`src/rtl/uart_host.sv`:
```
`timescale 1ns/1ps
// uart_host: bus initiator that drives a memory-mapped UART for a client
// with no CPU. Transmit bytes are polled out through TX_RDY/TX_DAT and
// received bytes are polled in through RX_RDY/RX_DAT. Each direction has
// a one-byte holding register and a valid/ready handshake on the client side.
module uart_host #(
  parameter int BACKOFF = 0
) (
  input  logic       i_clk,
  input  logic       i_rst_n,
  output logic       o_en,
  output logic       o_wr,
  output logic [3:0] o_addr,
  output logic [7:0] o_data,
  input  logic [7:0] i_data,
  input  logic       i_tx_valid,
  input  logic [7:0] i_tx_data,
  output logic       o_tx_ready,
  output logic       o_rx_valid,
  output logic [7:0] o_rx_data,
  input  logic       i_rx_ready
);

  // UART register map
  localparam logic [3:0] ADDR_TX_RDY = 4'd0;
  localparam logic [3:0] ADDR_TX_DAT = 4'd1;
  localparam logic [3:0] ADDR_RX_RDY = 4'd2;
  localparam logic [3:0] ADDR_RX_DAT = 4'd3;

  // The backoff counter only has to hold BACKOFF-1; keep it at least one bit
  // wide so the design still elaborates when backoff is disabled.
  localparam bit HAS_BACKOFF = (BACKOFF > 0);
  localparam int CNT_W = (BACKOFF > 2) ? $clog2(BACKOFF) : 1;
  localparam logic [CNT_W-1:0] CNT_LOAD = HAS_BACKOFF ? CNT_W'(BACKOFF - 1) : '0;

  typedef enum logic [3:0] {
    IDLE,
    TX_POLL,
    TX_CHK,
    TX_WRITE,
    RX_POLL,
    RX_CHK,
    RX_READ,
    RX_LATCH,
    WAIT
  } state_t;

  state_t           state_q, state_d;
  logic             tx_full_q, tx_full_d;
  logic [7:0]       tx_buf_q, tx_buf_d;
  logic             rx_full_q, rx_full_d;
  logic [7:0]       rx_data_q, rx_data_d;
  logic             prio_rx_q, prio_rx_d;
  logic [CNT_W-1:0] cnt_q, cnt_d;
  logic             en_q, en_d;
  logic             wr_q, wr_d;
  logic [3:0]       addr_q, addr_d;
  logic [7:0]       data_q, data_d;

  logic tx_accept;
  logic rx_consume;
  logic tx_pending;
  logic rx_pending;

  // Ready is forced low while reset is held so the client sees a quiet
  // interface until the block is actually running.
  assign o_tx_ready = i_rst_n & ~tx_full_q;
  assign o_rx_valid = rx_full_q;
  assign o_rx_data  = rx_data_q;

  assign o_en   = en_q;
  assign o_wr   = wr_q;
  assign o_addr = addr_q;
  assign o_data = data_q;

  assign tx_accept  = i_tx_valid & o_tx_ready;
  assign rx_consume = rx_full_q & i_rx_ready;
  assign tx_pending = tx_full_q;
  assign rx_pending = ~rx_full_q;

  // Transmit holding register: filled by the client, emptied by the write strobe.
  always_comb begin
    tx_full_d = tx_full_q;
    tx_buf_d  = tx_buf_q;
    if (tx_accept) begin
      tx_full_d = 1'b1;
      tx_buf_d  = i_tx_data;
    end else if (state_q == TX_WRITE) begin
      tx_full_d = 1'b0;
    end
  end

  // Receive output register: filled from RX_DAT read data, emptied by the client.
  always_comb begin
    rx_full_d = rx_full_q;
    rx_data_d = rx_data_q;
    if (state_q == RX_LATCH) begin
      rx_full_d = 1'b1;
      rx_data_d = i_data;
    end else if (rx_consume) begin
      rx_full_d = 1'b0;
    end
  end

  // Sequencer: picks a direction in IDLE, then walks poll/check/access.
  // A failed poll either returns to IDLE or idles in WAIT for BACKOFF cycles.
  always_comb begin
    state_d   = state_q;
    prio_rx_d = prio_rx_q;
    cnt_d     = cnt_q;
    case (state_q)
      IDLE: begin
        if (tx_pending && rx_pending) begin
          state_d   = prio_rx_q ? RX_POLL : TX_POLL;
          prio_rx_d = ~prio_rx_q;
        end else if (tx_pending) begin
          state_d = TX_POLL;
        end else if (rx_pending) begin
          state_d = RX_POLL;
        end
      end
      TX_POLL: state_d = TX_CHK;
      TX_CHK: begin
        if (i_data[0]) begin
          state_d = TX_WRITE;
        end else if (HAS_BACKOFF) begin
          state_d = WAIT;
          cnt_d   = CNT_LOAD;
        end else begin
          state_d = IDLE;
        end
      end
      TX_WRITE: state_d = IDLE;
      RX_POLL:  state_d = RX_CHK;
      RX_CHK: begin
        if (i_data[0]) begin
          state_d = RX_READ;
        end else if (HAS_BACKOFF) begin
          state_d = WAIT;
          cnt_d   = CNT_LOAD;
        end else begin
          state_d = IDLE;
        end
      end
      RX_READ:  state_d = RX_LATCH;
      RX_LATCH: state_d = IDLE;
      WAIT: begin
        if (cnt_q == '0) begin
          state_d = IDLE;
        end else begin
          cnt_d = cnt_q - CNT_W'(1);
        end
      end
      default: state_d = IDLE;
    endcase
  end

  // Bus outputs are a pure function of the state being entered, so once
  // registered they track the state register exactly and never glitch.
  // Strobe states are always separated by a check or IDLE state.
  always_comb begin
    en_d   = 1'b0;
    wr_d   = 1'b0;
    addr_d = '0;
    data_d = '0;
    case (state_d)
      TX_POLL: begin
        en_d   = 1'b1;
        addr_d = ADDR_TX_RDY;
      end
      TX_WRITE: begin
        en_d   = 1'b1;
        wr_d   = 1'b1;
        addr_d = ADDR_TX_DAT;
        data_d = tx_buf_q;
      end
      RX_POLL: begin
        en_d   = 1'b1;
        addr_d = ADDR_RX_RDY;
      end
      RX_READ: begin
        en_d   = 1'b1;
        addr_d = ADDR_RX_DAT;
      end
      default: begin
        en_d   = 1'b0;
      end
    endcase
  end

  // All state; reset abandons any transaction and drops buffered bytes.
  always_ff @(posedge i_clk or negedge i_rst_n) begin
    if (!i_rst_n) begin
      state_q   <= IDLE;
      tx_full_q <= 1'b0;
      tx_buf_q  <= '0;
      rx_full_q <= 1'b0;
      rx_data_q <= '0;
      prio_rx_q <= 1'b1;
      cnt_q     <= '0;
      en_q      <= 1'b0;
      wr_q      <= 1'b0;
      addr_q    <= '0;
      data_q    <= '0;
    end else begin
      state_q   <= state_d;
      tx_full_q <= tx_full_d;
      tx_buf_q  <= tx_buf_d;
      rx_full_q <= rx_full_d;
      rx_data_q <= rx_data_d;
      prio_rx_q <= prio_rx_d;
      cnt_q     <= cnt_d;
      en_q      <= en_d;
      wr_q      <= wr_d;
      addr_q    <= addr_d;
      data_q    <= data_d;
    end
  end

endmodule

```
`config.mk`:
```
export PLATFORM = sky130hd
export DESIGN_NAME = uart_host
export DESIGN_NICKNAME = d
export VERILOG_FILES = /design/src/rtl/uart_host.sv
export SDC_FILE = /design/constraint.sdc
export NUM_CORES = 1
export LEC_CHECK = 0
export ABC_AREA = 1
export BUFFER_PORTS_ARGS = -buffer_cell sky130_fd_sc_hd__clkbuf_2
export CORE_ASPECT_RATIO = 1.4
export CORE_UTILIZATION = 50
export DETAILED_ROUTE_END_ITERATION = 8
export PLACE_DENSITY = 0.78
export SETUP_SLACK_MARGIN = 0.15
export SYNTH_ARGS = -nofsm -noshare
export SYNTH_HDL_FRONTEND = slang
export SYNTH_SLANG_ARGS = --single-unit
```
`constraint.sdc`:
```
create_clock -name i_clk -period 2.84 [get_ports i_clk]
set_input_delay 0.568 -clock i_clk [delete_from_list [all_inputs] [get_ports i_clk]]
set_output_delay 0.568 -clock i_clk [all_outputs]
set_load 0.02 [all_outputs]
```
* Word-level counts from Yosys, hierarchy flattened
Index checks and enable logic that the tools add are counted.
** Operators by class
- $add $sub $neg :: 1
- Eq/ne operators :: 12
- Multiplexer cells :: 17
- Bitwise logic cells :: 6
- Reductions and logical operators :: 6
** Operators with widths (number)
- case mux 4 bit (7 select lines) :: 1
- == test 4 x 3 -> 1 bit (second input constant) :: 6
- two-way mux 4 bit :: 4
- == test 4 x 2 -> 1 bit (second input constant) :: 3
- == test 4 x 1 -> 1 bit (second input constant) :: 2
- two-way mux 8 bit :: 1
- two-way mux 1 bit :: 7
- two-way mux 3 bit :: 2
- case mux 2 bit (3 select lines) :: 1
- == test 4 bit (second input constant) :: 1
- zero test 4 bit :: 1
- nonzero test 2 bit :: 2
- OR reduction 4 bit :: 1
- bitwise AND 1 bit :: 3
- inverter 1 bit :: 3
- two-way mux 2 bit :: 1
- AND reduction 2 bit :: 1
- logical AND 1 bit :: 1
- subtractor 1 bit (second input constant) :: 1
** Storage, ports and cells
- Register bits after elaboration :: 38
- Output and inout port bits :: 24
- Word-level logic and storage cells :: 53

* Logic depth before layout (Yosys ltp)
Gate-level depths: netlist of run 1.
- Word-level depth :: 7
- Mapped depth :: 7

* Worst setup path after synthesis of run 1
No wires, ideal clock.
- Path type :: input to output
- From :: input port i_rst_n
- To :: output port o_tx_ready
- Data arrival time :: 0.780 ns
- Slack :: 1.492 ns
- Stages :: 2
- Path buffers :: 0
- Path through :: inv_1 nor2_4
** Between the ends
- Cells in the longest elaborated chain, start to end :: 1
** Ends and longest elaborated chain
- from (decl) :: RTL line 10 : input logic i_rst_n,
- bitwise AND 1 bit :: RTL line 67 : assign o_tx_ready = i_rst_n & ~tx_full_q;
- to (decl) :: RTL line 18 : output logic o_tx_ready,
No other way between the ends.

* Worst setup path after layout of run 1
- From :: register tx_full_q
- To :: output port o_tx_ready
** Between the ends
- Cells in the longest elaborated chain, start to end :: 2
** Ends and longest elaborated chain
- from (decl) :: RTL line 49 : logic tx_full_q, tx_full_d;
- from (signal assigned) :: RTL line 207 : tx_full_q <= tx_full_d;
- inverter 1 bit :: RTL line 67
- bitwise AND 1 bit :: RTL line 67
No other way between the ends.

==> results.toml, run 1 <==
[outcome]
outcome = "completed"

[clock_network]
cts-root-buf = "clkbuf_4"
cts_max_level = 2
numClockSinks = 35
cts_tree = "done"
clock_latency_ps = 330
clockBufferDepth = 2
post_cts_resized = 0
clk_pin_slew_ps = 100
cts_setup_buffers = 0
hold_buffers = 0
cts_buffers = 5

[synth]
yosys-top-cells-area = "dfrtp_1 60%, inv_1 6.3%, nor2_1 5.5%"
syn_area_um2 = 1426
yosysSeqAreaShare_pct = 61.49
syn_inst = 145
synth_top_area_share_pct = 59.65
ys_top_cells_by_count = "34 x dfrtp_1, 24 x inv_1, 21 x nor2_1"
synth_cell_types = 21
yosys_register_bits = 35
synth.most_common_cell = "dfrtp_1"
synthFlopType = "dfrtp_1"
yosysTopAreaCell = "dfrtp_1"
synth_warnings = 0
ys_async_sr_fraction_pct = 100.0
synth-edff-count = 0
syn_area_per_cell_um2 = 9.837

[floorplanning]
design.die.area_um2 = 3073
start_util_pct = 53.42
pin_count = 44
fp.coreArea_um2 = 2670
die_w_um = 47.14
rows = 22
die_y_um = 65.20

[critical_path]
r2r_cells = 5
critPathLaunchType = "flop"
crit_end = "o_tx_ready"
cp_max_fo = 4
critical_path_class = "reg -> out"
slowest_delay_ps = 450
crit_chain = "nor2_4, clkbuf_2"
cp-end-kind = "primary output"
reg2reg_from = "state_q[1]"
arrival_ps = 1120
slowest_stage = "dfrtp_1"
ff2ff_setup_slack_ps = 1670
timing.rr.end = "o_en"
cp.required_ps = 2270
startpoint = "tx_full_q"

[final_layout]
multiInputGateArea_um2 = 415.4
n_antenna_cell = 0
fillers = 253
design_area_um2 = 1708
nets = 212
post-route-util_pct = 63.96
ff_latch_area_um2 = 877.1
drive_above_1_share_pct = 35.23
area_growth_pct = 19.74

[pwr]
seqPwrFrac_pct = 49.4
pwr-share-clk_pct = 16.3
switchingPower_uw = 579.1
p_total_mw = 1.518
comb_power_share_pct = 34.3
powerDensity_nw_per_um2 = 888.5
p_leak_nw = 0.9839
intPower_uw = 938.4
peakVddDrop_mv = 0.4930
netSwitchingFraction_pct = 38.16

[grt]
grt_pass1_vias = 1032
track_usage_pct = 19.11
met1_usage_pct = 19.44
overflow = 0
grt_busiest_layer = "met2"
grt_max_degree = 36
grt_pass1_wl_um = 4064
use_met2_pct = 32.81
antenna_found_initial = 0
use_met3_pct = 5.220

[detailed_routing]
routed_wl_um = 2414
post_drt_wl_per_cell_um = 10.54
route.vias.total = 1074
drcViolationCount = 0
vias_per_cell = 4.690
drtAntennaViolNets = 0
drt_iter0_drc = 29
dr.pass1.iters = 4

[timing]
fin_crit_ps = 1684
setup_viol = 0
tns_ps = 0
hold_violations = 0
drv_slew = 0
finClkSkew_ps = 7.614
period_share_pct = 59.29
setup_slack_ps = 1156
timing.fmax_ghz = 0.5939
rsz0062_at_grt = "no"

[place]
post-dp-hpwl_um = 1868
globalplace.congestion = 0.8503
port_buffers = 41
placedInstanceArea_um2 = 1654
pre_cts_ws_ps = 1240

[flow_run]
cap_violations = 0

[worst_hold_path]
hold_class = "in -> async"
==> layer usage <==
metal | vias to the layer above | part of all wire (%)
li1 | 531 | -
met1 | 493 | 40
met2 | 41 | 52
met3 | 9 | 5.5
met4 | 0 | 2.8
met5 | - | 0
==> worst min-delay path by stage <==
stage | from | endpoint | slack, ps | cells past startpoint
floorplan | i_rst_n | o_addr[0] | 270 | 0
global placement | o_rx_data[1] | o_rx_data[1] | 460 | 2
detailed placement | o_rx_data[0] | o_rx_data[0] | 470 | 2
CTS | i_rst_n | state_q[2] | 280 | 2
global route | i_rst_n | o_data[6] | 300 | 2
finish | i_rst_n | state_q[2] | 280 | 2
==> layout make-up <==
class	count	area share (%)
multi-input cells	81	24.32
inverters	27	6.081
repair buffers	42	12.45
clock buffers	6	2.418
flip-flops and latches	35	51.36
well taps	36	2.637
clock inverters	2	0.7326
==> power by group through the flow <==
stage | sequential [mW] | combinational [mW] | clock (mW)
after detailed placement | 0.762 | 0.526 | 0
after CTS | 0.751 | 0.528 | 0.262
after floorplan | 0.845 | 0.273 | 0
after global placement | 0.748 | 0.500 | 0
after global routing | 0.771 | 0.592 | 0.279
final | 0.749 | 0.521 | 0.248
==> metrics by stage <==
step | instances | hold WS, ps
3_3_place_gp | 221 | 462.4
3_5_place_dp | 221 | 472.6
2_1_floorplan | 147 | 272.4
4_1_cts | 229 | 281.6
5_1_grt | 229 | 300.4
6_report | 229 | 280.0
==> kinds of logic (layout without fill, tap and decap cells) <==
logic type,after synthesis,in the layout,share of synthesized area [%]
compound gates,21,21,9.473
buf+inv,31,77,9.913
flops,35,35,61.49
simple gates,57,57,18.86
other cells,1,3,0.2629
==> flip-flops by register name (all words and copies together) (netlist names) <==
signal	cells
tx_buf_q	8
o_addr	2
o_rx_data	8
state_q	4
o_data	8
o_en	1
o_wr	1
prio_rx_q	1
o_rx_valid	1
tx_full_q	1
==> critical path: cells and delay by family (launching register included) <==
family | cells | cell delay (ps)
buf+inv | 1 | 180
flops | 1 | 450
simple gates | 1 | 160
==> placed cells by master (no fill, tap or decap), types with 3 or more instances in the layout <==
cell type / instances
a21oi_1: 9
clkbuf_2: 41
clkbuf_4: 5
conb_1: 3
dfrtp_1: 34
inv_1: 24
nand2_1: 20
nand3_1: 8
nor2_1: 21
o21ai_0: 3
o21ai_2: 8
No activity file was read; power rests on OpenSTA's default activity.
==> run 2, diff against run 1 <==
--- a/config.mk
+++ b/config.mk
@@ -8,9 +8,9 @@
 export ABC_AREA = 1
 export BUFFER_PORTS_ARGS = -buffer_cell sky130_fd_sc_hd__clkbuf_2
 export CORE_ASPECT_RATIO = 1.4
-export CORE_UTILIZATION = 50
+export CORE_UTILIZATION = 45
 export DETAILED_ROUTE_END_ITERATION = 8
-export PLACE_DENSITY = 0.78
+export PLACE_DENSITY = 0.74
 export SETUP_SLACK_MARGIN = 0.15
 export SYNTH_ARGS = -nofsm -noshare
 export SYNTH_HDL_FRONTEND = slang
==> constraint.sdc (replaced) <==
create_clock -name i_clk -period 1.5 [get_ports i_clk]
set_input_delay 0.3 -clock i_clk [delete_from_list [all_inputs] [get_ports i_clk]]
set_output_delay 0.3 -clock i_clk [all_outputs]
set_load 0.02 [all_outputs]
==> run 2 against run 1 <==
Worst setup slack lost 960 ps. Flip-flop and latch count is the same. Clock skew shrank 3.3 ps. Via count grew 0.93%. Die area grew 11%. Critical path depth is the same. Total power grew 110%. Non-clock buffer count grew 1. Largest power group unchanged.
==> results.toml, run 2 (synthesis gave the netlist of run 1 again) <==
[pwr]
powerDensity_nw_per_um2 = 1778
switchingPower_mw = 1.110
peakVddDrop_mv = 1.091
intPower_mw = 2.029
pwr-share-clk_pct = 22.9
p_leak_nw = 1.012
netSwitchingFraction_pct = 35.36
seqPwrFrac_pct = 45.2
comb_power_share_pct = 31.9

[clock_network]
clk_pin_slew_ps = 60
cts_tree = "done"
cts_max_level = 2
clockBufferDepth = 2
cts-root-buf = "clkbuf_8"
hold_buffers = 0
cts_buffers = 5
numClockSinks = 35
clock_latency_ps = 280

[detailed_routing]
routed_wl_um = 2573
drtAntennaViolNets = 0
dr.pass1.iters = 4
drt_iter0_drc = 28
drcViolationCount = 0
vias_per_cell = 4.693
post_drt_wl_per_cell_um = 11.14
route.vias.total = 1084

[final_layout]
instances_no_fill = 231
nets = 213
n_antenna_cell = 0
drive_above_1_share_pct = 35.57
area_growth_pct = 23.77
final_cell_mix = "40 x clkbuf_2, 34 x dfrtp_1, 24 x inv_1, 21 x nor2_1, 20 x nand2_1"
fillers = 264
post-route-util_pct = 60.14
final_common_cell = "clkbuf_2"

[timing]
timing.fmax_ghz = 0.7691
finClkSkew_ps = 4.296
period_share_pct = 86.69
rsz0062_at_grt = "no"
tns_ps = 0
drv_slew = 0
fin_crit_ps = 1300
setup_viol = 0
hold_violations = 0

[floorplanning]
start_util_pct = 48.59
pin_count = 44
fp.coreArea_um2 = 2935
die_y_um = 68.62
rows = 23
die_w_um = 49.58
design.die.area_um2 = 3402

[place]
post-dp-hpwl_um = 1929
port_buffers = 41
dp_cells = 222
globalplace.congestion = 0.8093

[critical_path]
cp.required_ps = 1200
critical_path_class = "reg -> out"
critPathLaunchType = "flop"
cp_max_fo = 2
cp-end-kind = "primary output"
arrival_ps = 1000

[flow_run]
cap_violations = 0

[grt]
grt_pass1_vias = 1000
overflow = 0
grt_max_degree = 36
grt_pass1_wl_um = 4284
antenna_found_initial = 0
track_usage_pct = 17.53

[outcome]
outcome = "completed"

[worst_hold_path]
hold_class = "in -> async"
run 2: changes by cell type in the layout (fill, tap and decap cells not counted):
cell	change
clkbuf_8	+7
clkinv_2	-1
clkbuf_4	-4
buf_4	+1
clkinvlp_4	-1
clkbuf_2	-1
run 2: area by class of cell:
class | count | area (um^2) | area share, %
sequential | 35 | 877.1 | 49.68
multi-input combinational | 81 | 415.4 | 23.53
timing repair buffer | 43 | 222.7 | 12.62
inverter | 27 | 103.9 | 5.882
clock buffer | 8 | 100.1 | 5.670
tap | 37 | 46.29 | 2.622
run 2: what timing repair did:
item / in CTS / in global routing
gates resized for setup: 1 / 0
buffers inserted: 1 / 0
setup endpoints to repair: 1 / 1
pin swaps: 0 / 1
run 2: layer usage:
| layer | share of wire, % | up-vias | wire length (um) | global-route usage [%] |
|---|---|---|---|---|
| li1 | - | 529 | - | - |
| met1 | 39 | 507 | 1012 | 19.43 |
| met2 | 52 | 43 | 1335 | 29.56 |
| met3 | 6.8 | 5 | 175 | 4.825 |
| met4 | 2.0 | 0 | 51 | 11.79 |
| met5 | 0 | - | 0 | 0 |
run 2: path summary, 6_finish.rpt:
kind / from / depth (start not counted) / endpoint / slack [ps]
max in group asynchronous: i_rst_n / 2 / prio_rx_q / 1110
min in group i_clk: i_rx_ready / 2 / o_rx_valid / 210
min reg2reg: o_rx_data[2] / 2 / o_rx_data[2] / 490
max reg2reg: state_q[3] / 6 / o_rx_data[6] / 350
max: tx_full_q / 2 / o_tx_ready / 200
min: i_rst_n / 2 / o_wr / 60
run 2: power by group through the flow:
stage / logic (mW) / registers [mW] / clock network [mW]
4_1_cts: 1.02 / 1.42 / 0.741
3_5_place_dp: 0.988 / 1.44 / 0
5_1_grt: 1.12 / 1.46 / 0.781
3_3_place_gp: 0.949 / 1.43 / 0
2_1_floorplan: 0.517 / 1.60 / 0
6_report: 1.00 / 1.42 / 0.719
run 2: critical path, stage by stage, from the launching register on:
cell      delay (ps)
dfrtp_1          400
nor2_4           130
clkbuf_4         190
run 2: metrics by stage:
| stage | cell area (um^2) | setup slack [ps] | total power, mW | hold slack, ps |
|---|---|---|---|---|
| after global routing | 1765 | 157.3 | 3.353 | 86.51 |
| after CTS | 1765 | 178.2 | 3.177 | 69.26 |
| final | 1765 | 199.7 | 3.139 | 55.62 |
| after detailed placement | 1655 | 367.9 | 2.429 | 375.1 |
| after floorplan | 1434 | 412.9 | 2.116 | 4.409 |
| after global placement | 1655 | 442.6 | 2.374 | 367.6 |
